### config.mk
export PLATFORM = sky130hd
export DESIGN_NAME = uart_sample_loader
export DESIGN_NICKNAME = d
export VERILOG_FILES = /design/src/rtl/dnn_io_pkg.sv /design/src/rtl/uart_rx_byte.sv /design/src/rtl/uart_sample_loader.sv
export SDC_FILE = /design/constraint.sdc
export NUM_CORES = 1
export LEC_CHECK = 0
export BUFFER_PORTS_ARGS = -buffer_cell sky130_fd_sc_hd__buf_2
export CORE_AREA = 2 2 205 207
export DETAILED_ROUTE_END_ITERATION = 10
export DIE_AREA = 0 0 207 209
export GPL_ROUTABILITY_DRIVEN = 0
export HOLD_SLACK_MARGIN = 0.06
export PLACE_DENSITY = 0.81
export SKIP_CTS_REPAIR_TIMING = 1
export SYNTH_ARGS = -nofsm -noshare
export SYNTH_HDL_FRONTEND = slang
export SYNTH_SLANG_ARGS = --single-unit
### constraint.sdc
create_clock -name clk -period 53.8 [get_ports clk]
set_clock_uncertainty 0.2 [all_clocks]
set_input_delay 10.76 -clock clk [delete_from_list [all_inputs] [get_ports clk]]
set_output_delay 10.76 -clock clk [all_outputs]
set_load 0.01 [all_outputs]
### src/rtl/dnn_io_pkg.sv
// dnn_io_pkg: shared FSM encodings, UART timing helpers and label decode for the DNN sample loader.
// The RECV_CHK encoding exists only when UART_LOADER_CHECKSUM_EN is defined.
package dnn_io_pkg;

    typedef logic [2:0] state_t;

    localparam state_t S_IDLE     = 3'd0;
    localparam state_t S_RECV_ACT = 3'd1;
    localparam state_t S_RECV_ANS = 3'd2;
`ifdef UART_LOADER_CHECKSUM_EN
    localparam state_t S_RECV_CHK = 3'd3;
`endif
    localparam state_t S_PRESENT  = 3'd4;

    function automatic int clks_per_bit(input int clk_freq, input int baud_rate);
        return clk_freq / baud_rate;
    endfunction

    function automatic int half_bit(input int clk_freq, input int baud_rate);
        return clks_per_bit(clk_freq, baud_rate) / 2;
    endfunction

    // Callers truncate the result to their own answer width.
    function automatic logic [255:0] label_onehot(input logic [7:0] label, input int num_ans);
        logic [255:0] oh;
        oh = '0;
        if (int'(label) < num_ans) oh[label] = 1'b1;
        return oh;
    endfunction

endpackage

### src/rtl/uart_rx_byte.sv
// uart_rx_byte: 8N1 receiver with 2-FF synchroniser, mid-bit sampling and false-start rejection.
module uart_rx_byte
    import dnn_io_pkg::*;
#(
    parameter int CLK_FREQ  = 100_000_000,
    parameter int BAUD_RATE = 115_200
) (
    input  logic       clk,
    input  logic       reset,
    input  logic       rx,
    output logic       byte_valid,
    output logic [7:0] byte_data,
    output logic       frame_err
);

    localparam int CPB  = clks_per_bit(CLK_FREQ, BAUD_RATE);
    localparam int HALF = half_bit(CLK_FREQ, BAUD_RATE);
    localparam int TW   = $clog2(CPB);

    localparam logic [1:0] R_IDLE  = 2'd0;
    localparam logic [1:0] R_START = 2'd1;
    localparam logic [1:0] R_DATA  = 2'd2;
    localparam logic [1:0] R_STOP  = 2'd3;

    logic          rx_meta, rx_sync, rx_prev;
    logic [1:0]    rs;
    logic [TW-1:0] timer;
    logic [2:0]    bit_idx;
    logic [7:0]    shift;

    assign byte_data = shift;

    always_ff @(posedge clk or posedge reset) begin
        if (reset) begin
            rx_meta    <= 1'b1;
            rx_sync    <= 1'b1;
            rx_prev    <= 1'b1;
            rs         <= R_IDLE;
            timer      <= '0;
            bit_idx    <= '0;
            shift      <= '0;
            byte_valid <= 1'b0;
            frame_err  <= 1'b0;
        end else begin
            rx_meta    <= rx;
            rx_sync    <= rx_meta;
            rx_prev    <= rx_sync;
            byte_valid <= 1'b0;
            frame_err  <= 1'b0;
            case (rs)
                R_IDLE: if (rx_prev && !rx_sync) begin
                    rs    <= R_START;
                    timer <= TW'(HALF - 1);
                end
                R_START: if (timer != '0) timer <= timer - 1'b1;
                    else if (rx_sync) rs <= R_IDLE;
                    else begin
                        rs      <= R_DATA;
                        timer   <= TW'(CPB - 1);
                        bit_idx <= '0;
                    end
                R_DATA: if (timer != '0) timer <= timer - 1'b1;
                    else begin
                        shift   <= {rx_sync, shift[7:1]};
                        timer   <= TW'(CPB - 1);
                        bit_idx <= bit_idx + 1'b1;
                        if (bit_idx == 3'd7) rs <= R_STOP;
                    end
                default: if (timer != '0) timer <= timer - 1'b1;
                    else begin
                        byte_valid <= rx_sync;
                        frame_err  <= !rx_sync;
                        rs         <= R_IDLE;
                    end
            endcase
        end
    end

endmodule

### src/rtl/uart_sample_loader.sv
// uart_sample_loader: collects NUM_ACT activation bytes plus a label over UART and presents them to the DNN.
// Define UART_LOADER_CHECKSUM_EN to require a trailing XOR checksum byte before presenting.
module uart_sample_loader
    import dnn_io_pkg::*;
#(
    parameter int CLK_FREQ  = 100_000_000,
    parameter int BAUD_RATE = 115_200,
    parameter int NUM_ACT   = 64,
    parameter int NUM_ANS   = 10
) (
    input  logic                 clk,
    input  logic                 reset,
    input  logic                 uart_rx,
    input  logic                 load_start,
    input  logic                 out_ready,
    output logic [NUM_ACT*8-1:0] act_out,
    output logic [NUM_ANS-1:0]   ans_out,
    output logic                 out_valid,
    output logic                 busy,
    output logic                 frame_err,
    output logic                 label_err,
    output logic                 chk_err
);

    localparam int CW = $clog2(NUM_ACT);

    state_t        state;
    logic [CW-1:0] cnt;
    logic [7:0]    act_mem [NUM_ACT];
    logic          rx_valid, rx_ferr, arm;
    logic [7:0]    rx_data;

    uart_rx_byte #(.CLK_FREQ(CLK_FREQ), .BAUD_RATE(BAUD_RATE)) u_rx (
        .clk        (clk),
        .reset      (reset),
        .rx         (uart_rx),
        .byte_valid (rx_valid),
        .byte_data  (rx_data),
        .frame_err  (rx_ferr)
    );

    for (genvar k = 0; k < NUM_ACT; k++) begin : g_act
        assign act_out[8*k +: 8] = act_mem[k];
    end

    assign out_valid = state == S_PRESENT;
    assign busy      = !(state == S_IDLE || state == S_PRESENT);
    // Arming is honoured in IDLE and also on the PRESENT handshake cycle for back-to-back samples.
    assign arm       = load_start && (state == S_IDLE || (out_valid && out_ready));

`ifdef UART_LOADER_CHECKSUM_EN
    logic [7:0] xor_acc;
    logic       chk_err_q;
    assign chk_err = chk_err_q;
`else
    assign chk_err = 1'b0;
`endif

    always_ff @(posedge clk or posedge reset) begin
        if (reset) begin
            state     <= S_IDLE;
            cnt       <= '0;
            ans_out   <= '0;
            frame_err <= 1'b0;
            label_err <= 1'b0;
            for (int i = 0; i < NUM_ACT; i++) act_mem[i] <= '0;
`ifdef UART_LOADER_CHECKSUM_EN
            xor_acc   <= '0;
            chk_err_q <= 1'b0;
`endif
        end else begin
            if (rx_ferr) frame_err <= 1'b1;
            if (arm) begin
                state     <= S_RECV_ACT;
                cnt       <= '0;
                frame_err <= 1'b0;
                label_err <= 1'b0;
`ifdef UART_LOADER_CHECKSUM_EN
                xor_acc   <= '0;
                chk_err_q <= 1'b0;
`endif
            end else begin
                case (state)
                    S_RECV_ACT: if (rx_valid) begin
                        act_mem[cnt] <= rx_data;
                        cnt          <= cnt + 1'b1;
`ifdef UART_LOADER_CHECKSUM_EN
                        xor_acc      <= xor_acc ^ rx_data;
`endif
                        if (cnt == CW'(NUM_ACT - 1)) state <= S_RECV_ANS;
                    end
                    S_RECV_ANS: if (rx_valid) begin
                        ans_out <= NUM_ANS'(label_onehot(rx_data, NUM_ANS));
                        if (int'(rx_data) >= NUM_ANS) label_err <= 1'b1;
`ifdef UART_LOADER_CHECKSUM_EN
                        xor_acc <= xor_acc ^ rx_data;
                        state   <= S_RECV_CHK;
`else
                        state   <= S_PRESENT;
`endif
                    end
`ifdef UART_LOADER_CHECKSUM_EN
                    S_RECV_CHK: if (rx_valid) begin
                        if (rx_data == xor_acc) state <= S_PRESENT;
                        else begin
                            chk_err_q <= 1'b1;
                            state     <= S_IDLE;
                        end
                    end
`endif
                    S_PRESENT: if (out_ready) state <= S_IDLE;
                    default: state <= S_IDLE;
                endcase
            end
        end
    end

endmodule

**After elaboration in Yosys (flattened, before gate mapping)**

Cells that the tools add are included.

- Register bits after elaboration: 561
- Memories: 0
- Latch bits: 0
- Bits in writable memories: 0
- Memory bits (read-only): 0
- Input port bits: 5
- Output and inout port bits: 527
- Logic and storage cells: 179

- Mux-type cells: 42
- Divide/modulo/power cells: 0
- Equal/unequal tests: 18
- $add $sub $neg: 3
- $lt $le $gt $ge: 6
- Reduce and logical (&&, ||, !) cells: 29
- Shifts and indexed selects: 0
- Bitwise gates (word level): 3
- Multiply operators: 0

Operators with widths:

| kind | count |
|---|---|
| $bwmux W512 | 1 |
| $mux W10 | 6 |
| $demux W8 S6 | 1 |
| $pmux W10 S3 | 1 |
| $mux W3 | 8 |
| $mux W6 | 3 |
| $mux W2 | 6 |
| $reduce_and A3 Y1 | 4 |
| $reduce_bool A2 Y1 | 6 |
| $mux W1 | 11 |
| $reduce_bool A10 Y1 | 1 |
| $sub A10 B1 Y10 const B | 1 |
| $lt A8 B9 Y1 const B | 1 |
| $ne A3 B2 Y1 const B | 3 |
| $pmux W3 S3 | 1 |
| $demux W1 S8 | 1 |
| $ge A8 B1 Y1 const B | 1 |
| $ge A8 B4 Y1 const B | 1 |
| $lt A8 B4 Y1 const B | 1 |
| $mux W8 | 1 |
| $ne A2 B2 Y1 const B | 4 |
| $reduce_and A4 Y1 | 2 |
| $ge A7 B7 Y1 const B | 1 |
| $lt A7 B1 Y1 const B | 1 |
| other kinds (23) | 34 |

**Logic depth before layout (Yosys ltp)**

Gate-level depths: netlist of run 1.

- Depth in word-level cells: 6
- Gate-level depth with buffers: 7
- Depth with buffers taken out: 6

**Cells and area by module**

A second synthesis of run 1 with hierarchy kept.

- Cells, all modules: 1431
- Area, all modules: 22439.0 um^2

Modules (own cells, without submodules):

| module | instances | cells an instance | sequential area each (um^2) | area each (um^2) |
|---|---|---|---|---|
| uart_sample_loader | 1 | 1296 | 13337.8 | 20976.4 |
| uart_rx_byte | 1 | 135 | 704.4 | 1462.7 |

**Least setup slack after synthesis of run 1**

OpenSTA, ideal clock, no wires.

- Kind: reg2out
- Start point: register state[1]
- End point: output out_valid
- Stages on the path, launching flop included: 4
- Path buffers: 0
- Data arrival time: 858 ps
- Slack: 41982 ps
- Required time: 42840 ps
- Path through: dfrtp_1 -> nor2_1 -> inv_1 -> nor2_1

- Longest elaborated chain between the ends: 1

RTL lines:

| what | RTL line | RTL |
|---|---|---|
| from (decl) | uart_sample_loader.sv:27 | `state_t state;` |
| from (signal assigned) | uart_sample_loader.sv:61 | `state <= S_IDLE;` |
| from (signal assigned) | uart_sample_loader.sv:74 | `state <= S_RECV_ACT;` |
| from (signal assigned) | uart_sample_loader.sv:90 | `if (cnt == CW'(NUM_ACT - 1)) state <= S_RECV_ANS;` |
| $eq A3 B3 Y1 | uart_sample_loader.sv:46 | `assign out_valid = state == S_PRESENT;` |
| to (decl) | uart_sample_loader.sv:18 | `output logic out_valid,` |

Every way passes these cells.

==> results of run 1 <==
==> state kept, by name (all words and copies together) (netlist names) <==
| register | count |
|---|---|
| frame_err | 1 |
| u_rx.rs | 2 |
| u_rx.rx_meta | 1 |
| u_rx.timer | 10 |
| u_rx.byte_data | 8 |
| u_rx.frame_err | 1 |
| label_err | 1 |
| u_rx.rx_prev | 1 |
| ans_out | 10 |
| u_rx.byte_valid | 1 |
| u_rx.rx_sync | 1 |
| state | 3 |
| cnt | 6 |
| u_rx.bit_idx | 3 |
| act_out | 512 |
==> cell usage in the layout, fill, tap and decap left out, types with 5 or more instances in the layout <==
master / count
dfrtp_1: 550
buf_2: 530
mux2_2: 495
nand2_1: 57
clkbuf_16: 57
mux2_1: 24
o21ai_0: 24
nor2_4: 17
nor2_1: 16
nor2_8: 15
clkbuf_8: 14
buf_4: 14
inv_1: 12
clkbuf_1: 12
ha_1: 9
dfrtp_2: 8
a31oi_1: 7
clkinv_2: 7
or3b_2: 6
nor3_1: 6
mux2i_1: 6
a21oi_1: 6
nand3_1: 5
nand4_1: 5
==> area by class of cell <==
cell class / count / area (um^2) / share of cell area
timing repair buffer: 545 / 2778 / 0.1021
antenna: 2 / 5.005 / 0.0001840
inverter: 13 / 56.30 / 0.002070
clock inverter: 13 / 148.9 / 0.005473
sequential: 561 / 14050 / 0.5165
multi-input combinational: 780 / 7828 / 0.2877
clock buffer: 83 / 1664 / 0.06117
tap: 539 / 674.4 / 0.02479
==> power by group through the flow <==
stage,Clock (mW),Combinational (mW),Sequential (mW)
after detailed placement,0,0.0710,0.442
final,0.385,0.0727,0.435
after global placement,0,0.0681,0.442
after CTS,0.391,0.0716,0.435
after global routing,0.407,0.0794,0.436
after floorplan,0,0.0571,0.440
==> cells by family after synthesis <==
| kind of cell | Yosys count |
|---|---|
| AND/OR/NAND/NOR | 177 |
| other | 1 |
| adder cells (fa/ha/maj) | 9 |
| flip-flops | 561 |
| AO/OA/AOI/OAI | 66 |
| XOR/XNOR | 1 |
| buffers and inverters | 98 |
| multiplexers | 526 |
==> final timing paths <==
check,start,to
setup / recovery,reset,act_out[180]
hold / removal,u_rx.rx_meta,u_rx.rx_sync
setup reg to reg,state[2],act_out[18]
hold reg to reg,u_rx.rx_meta,u_rx.rx_sync
max in group clk,state[0],out_valid
min in group asynchronous,reset,act_out[153]
==> cell usage after synthesis, types with 4 or more instances <==
library cell	count
nor4_1	4
ha_1	9
a21oi_1	6
mux2_2	495
nand4_1	5
or2_2	4
nand2_1	57
dfrtp_1	558
inv_1	13
o21ai_0	24
buf_2	10
nor2_8	15
buf_6	4
nor3b_1	4
or3_1	4
o31ai_1	4
a31oi_1	7
clkbuf_1	70
mux2i_1	6
nor2_4	17
nor3_1	6
nand3b_1	4
nor2_1	16
or3b_2	6
nand3_1	5
mux2_1	24
==> routing by layer <==
layer | global-route usage | up-vias | wire length, um
li1 | - | 6140 | -
met1 | 0.3606 | 7509 | 25050
met2 | 0.4534 | 505 | 29640
met3 | 0.05741 | 127 | 3322
met4 | 0.1123 | 0 | 2293
met5 | 0 | - | 0
==> worst reg2reg max path, stage by stage (launching register included) <==
cell       delay [ns]
dfrtp_1          0.44
nand4bb_4        0.30
or4b_2           1.11
nor2_8           0.37
mux2_2           0.37
==> per-stage QoR <==
step / hold WS (ns) / utilization / power (mW)
floorplan: 0.1452 / - / 0.4973
global placement: 0.1462 / 0.6149 / 0.5100
detailed placement: 0.1468 / 0.6149 / 0.5134
CTS: 0.1552 / 0.6588 / 0.8969
global route: 0.1642 / 0.6589 / 0.9222
finish: 0.1545 / 0.6589 / 0.8924
==> impl_metrics.toml, run 1 <==
[placement]
hpwl_um = 38860
portBuffers = 530
post-place-ws_ns = 40.06
dpl.cell_count = 2438
dpl-instance-area_um2 = 25390

[drt]
vias = 14280
viasPerCell = 5.631
route.detailed.drc = 0
first_pass_iters = 5
first_iter_violations = 858
postRouteAntennaNets = 0
wire_per_inst_um = 23.78
wirelength_um = 60310

[floorplan]
rows = 75
die_w_um = 207
io_pins = 532
core_um2 = 41290
die_area_um2 = 43260
start_util = 0.5395
die_h_um = 209

[synthesis]
postSynthCellCount = 1439
yosys-top-cells-area = "dfrtp_1 63%, mux2_2 25%, nor2_8 1.3%"
synth.avg_cell_area_um2 = 15.48
synthAdderAreaFrac = 0.005055
synth_top_area_frac = 0.6268
synth-async-reset-ratio = 1.000
synth.yosys.seq_area_share = 0.6303
synthFlopType = "dfrtp_1"
synth_top_cell_by_area = "dfrtp_1"
ys_seq_elements = 561
synth_cell_types = 65
yosys.area_share.simple = 0.05880
synth_top_family_by_area = "multiplexers"
synth.cell_area_um2 = 22280
synth_xor_area_frac = 0.0003931
synth-edff-count = 0
synthMuxAreaShare = 0.2657
yosys_warnings = 0
synth_compound_area_frac = 0.02095
syn_nets = 1453

[worst_hold_path]
whs_path_depth = 0
hold_class = "reg -> reg"

[final_layout]
nNetsFinal = 1970
final_cells = 2536
stdcell_area_um2 = 27210
layout-drive-gt1-share = 0.5975
syn_to_final_growth_pct = 22.12
nFillCells = 2907

[global_routing]
grt_pass1_vias = 14960
grt_pass1_wl_um = 91960
grt.overflow.total = 0
grt_max_degree = 194
grtUsageTotal = 0.2758
antenna_found_initial = 2

[power_and_ir_drop]
p_sw_mw = 0.2144
swShare = 0.2403
p_clk_frac = 0.431
p_leak_nw = 15.58
intPower_mw = 0.6780
ir_drop_mv = 0.02371
seq_power_share = 0.488
p_per_area_nw_per_um2 = 32.80
pwr-share-comb = 0.081

[setup_path]
max_stage_delay_ns = 0.89
crit_path_max_fanout = 140
crit_path_cell_trace = "buf_2 > inv_8 > buf_4 > buf_4"
r2r_setup_slack_ns = 50.89
critPathBufInv = 4
endpoint_kind = "async pin"
r2r_cells = 4
path_depth = 4
crit_path_top_delay_cell = "buf_4"
required_ns = 54.20
crit_family = "buffers and inverters"
critPathLaunchType = "input port"
worstPathArrival_ns = 13.44
cpMostUsedCell = "buf_4"
worstSetupPathType = "in -> async"

[timing]
rsz0062_at_grt = "no"
drv_slew = 0
fmax_mhz = 76.70
worst-slew-pin-transition_ns = 1.173
hold_viol = 0
max_slew_margin = 0.2182
fin_ws_ns = 40.76
setup_viol = 0
post-route-period-util = 0.2423
tns_ns = 0
timing.final.crit_period_ns = 13.04

[clock_tree]
root_buffer = "clkbuf_16"
worstSkewPairLatency_ns = 0.59
cts_tree = "built"
h-tree-depth = 2
clockBufferDepth = 3
clkSlewWorstSetupHoldPaths_ns = 0.06
numCtsBuffers = 55
clkSinkCount = 561

[run_status]
run_status = "complete, no violations"

[flow_run]
maxCapViolations = 0
Power figures use the tool's default switching activity.
==> run 2: changes to the inputs <==
--- a/config.mk
+++ b/config.mk
@@ -6,12 +6,12 @@
 export NUM_CORES = 1
 export LEC_CHECK = 0
 export BUFFER_PORTS_ARGS = -buffer_cell sky130_fd_sc_hd__buf_2
-export CORE_AREA = 2 2 205 207
+export CORE_MARGIN = 2
+export CORE_UTILIZATION = 54
 export DETAILED_ROUTE_END_ITERATION = 10
-export DIE_AREA = 0 0 207 209
 export GPL_ROUTABILITY_DRIVEN = 0
 export HOLD_SLACK_MARGIN = 0.06
-export PLACE_DENSITY = 0.81
+export PLACE_DENSITY = 0.8
 export SKIP_CTS_REPAIR_TIMING = 1
 export SYNTH_ARGS = -nofsm -noshare
 export SYNTH_HDL_FRONTEND = slang
==> constraint.sdc (replaced) <==
create_clock -name clk -period 13.2 [get_ports clk]
set_clock_uncertainty 0.2 [all_clocks]
set_input_delay 2.64 -clock clk [delete_from_list [all_inputs] [get_ports clk]]
set_output_delay 2.64 -clock clk [all_outputs]
set_load 0.01 [all_outputs]
==> run 2 against run 1 <==
Effect of this change:
- non-clock buffer count is 1 lower
- core utilization is 0.85 points higher
- power grew to 4.1 times the previous value
- global-route usage is 0.89 points higher
- largest cell class unchanged
- first-iteration DRC count is 15% higher
- combinational power grew to 4.1 times the previous value
- sequential cell count stayed put
- wire length is 1.8% higher
- clock-buffer cell count is 2 lower
- clock power grew to 4.0 times the previous value
- via count is 0.61% higher
==> impl_metrics.toml, run 2 (synthesized netlist as in run 1, its figures left out) <==
[run_status]
run_status = "complete, no violations"

[global_routing]
grtUsageMet3 = 0.06246
gr-max-usage-layer = "met2"
grt_pass1_vias = 14950
grt_use_met2 = 0.4602
grt_max_degree = 191
grtUsageTotal = 0.2847
grt_pass1_wl_um = 93570
grt.overflow.total = 0
met1_usage = 0.3666
antenna_found_initial = 2

[drt]
wire_per_inst_um = 24.26
postRouteAntennaNets = 0
route.detailed.drc = 0
first_iter_violations = 986
first_pass_iters = 5
viasPerCell = 5.679
vias = 14370
wirelength_um = 61370

[timing]
fmax_mhz = 216.1
drv_slew = 0
tns_ns = 0
max_slew_margin = 0.2697
worst-slew-pin-transition_ns = 1.095
post-route-period-util = 0.3505
setup_viol = 0
timing.final.crit_period_ns = 4.627
hold_viol = 0
rsz0062_at_grt = "no"

[setup_path]
crit_path_cell_trace = "buf_2 > clkinvlp_4 > buf_4 > buf_12"
endpoint_kind = "async pin"
crit_path_max_fanout = 188
crit_family = "buffers and inverters"
max_stage_delay_ns = 0.89
critPathBufInv = 4
worstSetupPathType = "in -> async"
r2r_setup_slack_ns = 10.27
critPathLaunchType = "input port"
worstPathArrival_ns = 4.93
required_ns = 13.50
crit_path_top_delay_cell = "buf_4"

[clock_tree]
clkSlewWorstSetupHoldPaths_ns = 0.06
worstSkewPairLatency_ns = 0.60
clockBufferDepth = 3
cts_tree = "built"
root_buffer = "clkbuf_16"
numCtsBuffers = 54
clkSinkCount = 561
h-tree-depth = 2

[floorplan]
die_w_um = 207.1
io_pins = 532
start_util = 0.5468
die_area_um2 = 42890
die_h_um = 207.1
core_um2 = 40740
rows = 74

[final_layout]
multiInputGateArea_um2 = 7828
post-route-util = 0.6674
largest_reg_flops = 512
syn_to_final_growth_pct = 22.05
stdcell_area_um2 = 27190
nNetsFinal = 1968
layout-drive-gt1-share = 0.5992
seqCellArea_um2 = 14050
final_common_cell = "dfrtp_1"
final_cell_mix = "550 x dfrtp_1, 530 x buf_2, 495 x mux2_2, 57 x nand2_1, 57 x clkbuf_16"
nFillCells = 2894

[placement]
hpwl_um = 39770
portBuffers = 530
dpl-instance-area_um2 = 25380

[power_and_ir_drop]
ir_drop_mv = 0.1084
p_per_area_nw_per_um2 = 133.2
p_leak_nw = 15.58

[flow_run]
maxCapViolations = 0

[worst_hold_path]
hold_class = "reg -> reg"
## run 2: report_power, final
group | internal, mW | switching [mW] | leakage, nW | total, mW
clock | 0.903 | 0.650 | 0.895 | 1.55
sequential | 1.74 | 0.0309 | 7.79 | 1.77
combinational | 0.0989 | 0.198 | 6.89 | 0.296
## run 2: worst reg2reg max path: cells and delay by family, from the launching register on
family           cells  cell delay, ns
AND/OR/NAND/NOR      3            1.80
flip-flops           1            0.43
multiplexers         1            0.39
## run 2: per-layer routing
metal	routed length, um	vias up	share of wire
met4	2973	0	0.048
met2	29770	588	0.49
met5	0	-	0
li1	-	6141	-
met3	4018	160	0.065
met1	24610	7479	0.40
## run 2: cell type report
class,instances,area share
antenna,2,0.0001841
clock buffer,81,0.06093
clock inverter,17,0.005430
inverter,13,0.001933
multi-input combinational,780,0.2879
sequential,561,0.5168
tap,532,0.02448
timing repair buffer,544,0.1023
## run 2: worst paths after layout
kind | startpoint | endpoint | cells after the start
worst min register to register | u_rx.rx_meta | u_rx.rx_sync | 0
worst max register to register | state[2] | act_out[421] | 4
worst max-delay path | reset | u_rx.byte_data[6] | 4
min in group asynchronous | reset | act_out[378] | 2
max in group clk | state[1] | out_valid | 4
worst min-delay path | u_rx.rx_meta | u_rx.rx_sync | 0
## run 2: metrics by stage
| stage | std cells | total power, mW | hold WS [ns] | setup slack (ns) |
|---|---|---|---|---|
| detailed placement | 2430 | 2.094 | 0.1488 | 7.877 |
| floorplan | 1439 | 2.028 | 0.1452 | 2.725 |
| CTS | 2528 | 3.641 | 0.1574 | 8.535 |
| global placement | 2430 | 2.080 | 0.1477 | 7.965 |
| global route | 2528 | 3.744 | 0.1587 | 8.218 |
| finish | 2530 | 3.622 | 0.1560 | 8.573 |
==> run 3: changes to the inputs <==
==> constraint.sdc (replaced) <==
create_clock -name clk -period 4.84 [get_ports clk]
set_clock_uncertainty 0.2 [all_clocks]
set_input_delay 0.968 -clock clk [delete_from_list [all_inputs] [get_ports clk]]
set_output_delay 0.968 -clock clk [all_outputs]
set_load 0.01 [all_outputs]
==> run 3 against run 2 <==
Effect of this change:
- wire length increased by 1.0%
- final area increased by 0.48%
- sequential share of layout area decreased by 0.25 points
- clock power increased to 2.9 times the previous value
- core utilization increased by 0.32 points
- cell count increased by 0.12%
- power increased to 2.8 times the previous value
- global-route usage increased by 0.31 points
- register-to-register slack got worse by 8.3 ns
- via count decreased by 0.14%
- non-clock buffer count increased by 1
- critical path type is now reg -> reg
- largest cell class unchanged
==> impl_metrics.toml, run 3 (synthesized netlist as in run 1, its figures left out) <==
[run_status]
run_status = "complete, no violations"

[floorplan]
start_util = 0.5468
die_area_um2 = 42890
die_h_um = 207.1
rows = 74
core_um2 = 40740
io_pins = 532
die_w_um = 207.1

[power_and_ir_drop]
p_clk_frac = 0.441
p_sw_mw = 2.396
swShare = 0.2376
p_leak_nw = 15.62
seq_power_share = 0.479
p_per_area_nw_per_um2 = 369.1
ir_drop_mv = 0.2592
pwr-share-comb = 0.079
intPower_mw = 7.688

[setup_path]
worstSetupPathType = "reg -> reg"
r2r_cells = 4
worst_r2r_endpoint = "act_out[423]"
critPathLaunchType = "flip-flop"
endpoint_kind = "flip-flop"
r2r_setup_slack_ns = 1.98
crit_start = "state[2]"
worstPathArrival_ns = 3.14
cp-endpoint = "act_out[423]"
crit_path_max_fanout = 8
crit-reg2reg-launch = "state[2]"
required_ns = 5.11

[final_layout]
syn_to_final_growth_pct = 22.63
largest_reg_flops = 512
post-route-util = 0.6706
layout-drive-gt1-share = 0.5983
nNetsFinal = 1971
nFillCells = 2832
final_common_cell = "dfrtp_1"
final_cells = 2533
final_cell_mix = "550 x dfrtp_1, 530 x buf_2, 495 x mux2_2, 57 x nand2_1, 57 x clkbuf_16"

[timing]
hold_viol = 0
tns_ns = 0
rsz0062_at_grt = "no"
fmax_mhz = 349.4
timing.final.crit_period_ns = 2.862
hold-worst-slack_ns = 0.1504
post-route-period-util = 0.5913
worst-slew-pin-transition_ns = 1.016
drv_slew = 0
max_slew_margin = 0.3224
setup_viol = 0

[drt]
vias = 14350
first_pass_iters = 5
first_iter_violations = 783
viasPerCell = 5.664
wirelength_um = 61980
wire_per_inst_um = 24.47
postRouteAntennaNets = 0
route.detailed.drc = 0

[placement]
hpwl_um = 40490
dpl.cell_count = 2431
portBuffers = 530

[global_routing]
grt.overflow.total = 0
grt_pass1_wl_um = 94680
grtUsageTotal = 0.2878
grt_pass1_vias = 15000
antenna_found_initial = 2
grt_max_degree = 159

[worst_hold_path]
whs_path_depth = 0
hold_class = "reg -> reg"

[flow_run]
maxCapViolations = 0

[clock_tree]
clkSinkCount = 561
root_buffer = "clkbuf_16"
clockBufferDepth = 3
h-tree-depth = 2
worstSkewPairLatency_ns = 0.59
numCtsBuffers = 56
clkSlewWorstSetupHoldPaths_ns = 0.06
cts_tree = "built"
-- run 3: cell count changes in the layout (fill, tap and decap cells not counted) --
| cell | previous run | this run |
|---|---|---|
| inv_6 | 0 | 1 |
| clkbuf_1 | 10 | 13 |
| buf_12 | 2 | 4 |
| clkinv_2 | 11 | 5 |
| bufinv_16 | 2 | 5 |
| buf_4 | 12 | 11 |
| clkinvlp_4 | 3 | 4 |
| clkbuf_8 | 14 | 16 |
| clkinv_4 | 2 | 0 |
-- run 3: how the worst min path moves through the flow --
| stage | startpoint | to | slack [ns] |
|---|---|---|---|
| floorplan | u_rx.rx_meta | u_rx.rx_sync | 0.15 |
| global placement | u_rx.rx_meta | u_rx.rx_sync | 0.15 |
| detailed placement | u_rx.rx_meta | u_rx.rx_sync | 0.15 |
| CTS | u_rx.rx_meta | u_rx.rx_sync | 0.15 |
| global route | u_rx.rx_meta | u_rx.rx_sync | 0.16 |
| finish | u_rx.rx_meta | u_rx.rx_sync | 0.15 |
-- run 3: per-stage QoR --
step	worst slack (ns)	total power, mW	area (um^2)
after floorplan	-3.963	5.530	22280
final	1.978	10.08	27320
after detailed placement	1.973	5.708	25410
after global routing	1.875	10.45	27310
after CTS	1.965	10.14	27310
after global placement	2.031	5.679	25410
-- run 3: worst max-delay path, cell delays in order, from the launching register on --
cell and delay (ns):
dfrtp_1 0.43, nand4bb_4 0.29, or4b_2 1.07, nor2_4 0.37
mux2_2 0.37
-- run 3: cell type report --
type                    count  area [um^2]  area share
multi-input cells         780         7828      0.2865
repair buffers            545         2815      0.1030
inverters                  13        52.55    0.001924
diodes                      2        5.005   0.0001832
flip-flops and latches    561        14050      0.5144
well taps                 532        665.6     0.02436
clock inverters            14        206.4    0.007557
clock buffers              86         1695     0.06206
-- run 3: metal layers --
| metal | vias to the layer above | share of wire | global-route usage |
|---|---|---|---|
| li1 | 6155 | - | - |
| met5 | - | 0 | 0 |
| met2 | 529 | 0.48 | 0.4652 |
| met4 | 0 | 0.043 | 0.1337 |
| met3 | 147 | 0.067 | 0.06822 |
| met1 | 7517 | 0.41 | 0.3704 |
-- run 3: power by group through the flow --
stage | registers (mW) | logic, mW | clock network (mW)
detailed placement | 4.92 | 0.792 | 0
global route | 4.84 | 0.896 | 4.72
floorplan | 4.90 | 0.635 | 0
global placement | 4.91 | 0.768 | 0
CTS | 4.83 | 0.794 | 4.52
finish | 4.83 | 0.800 | 4.45
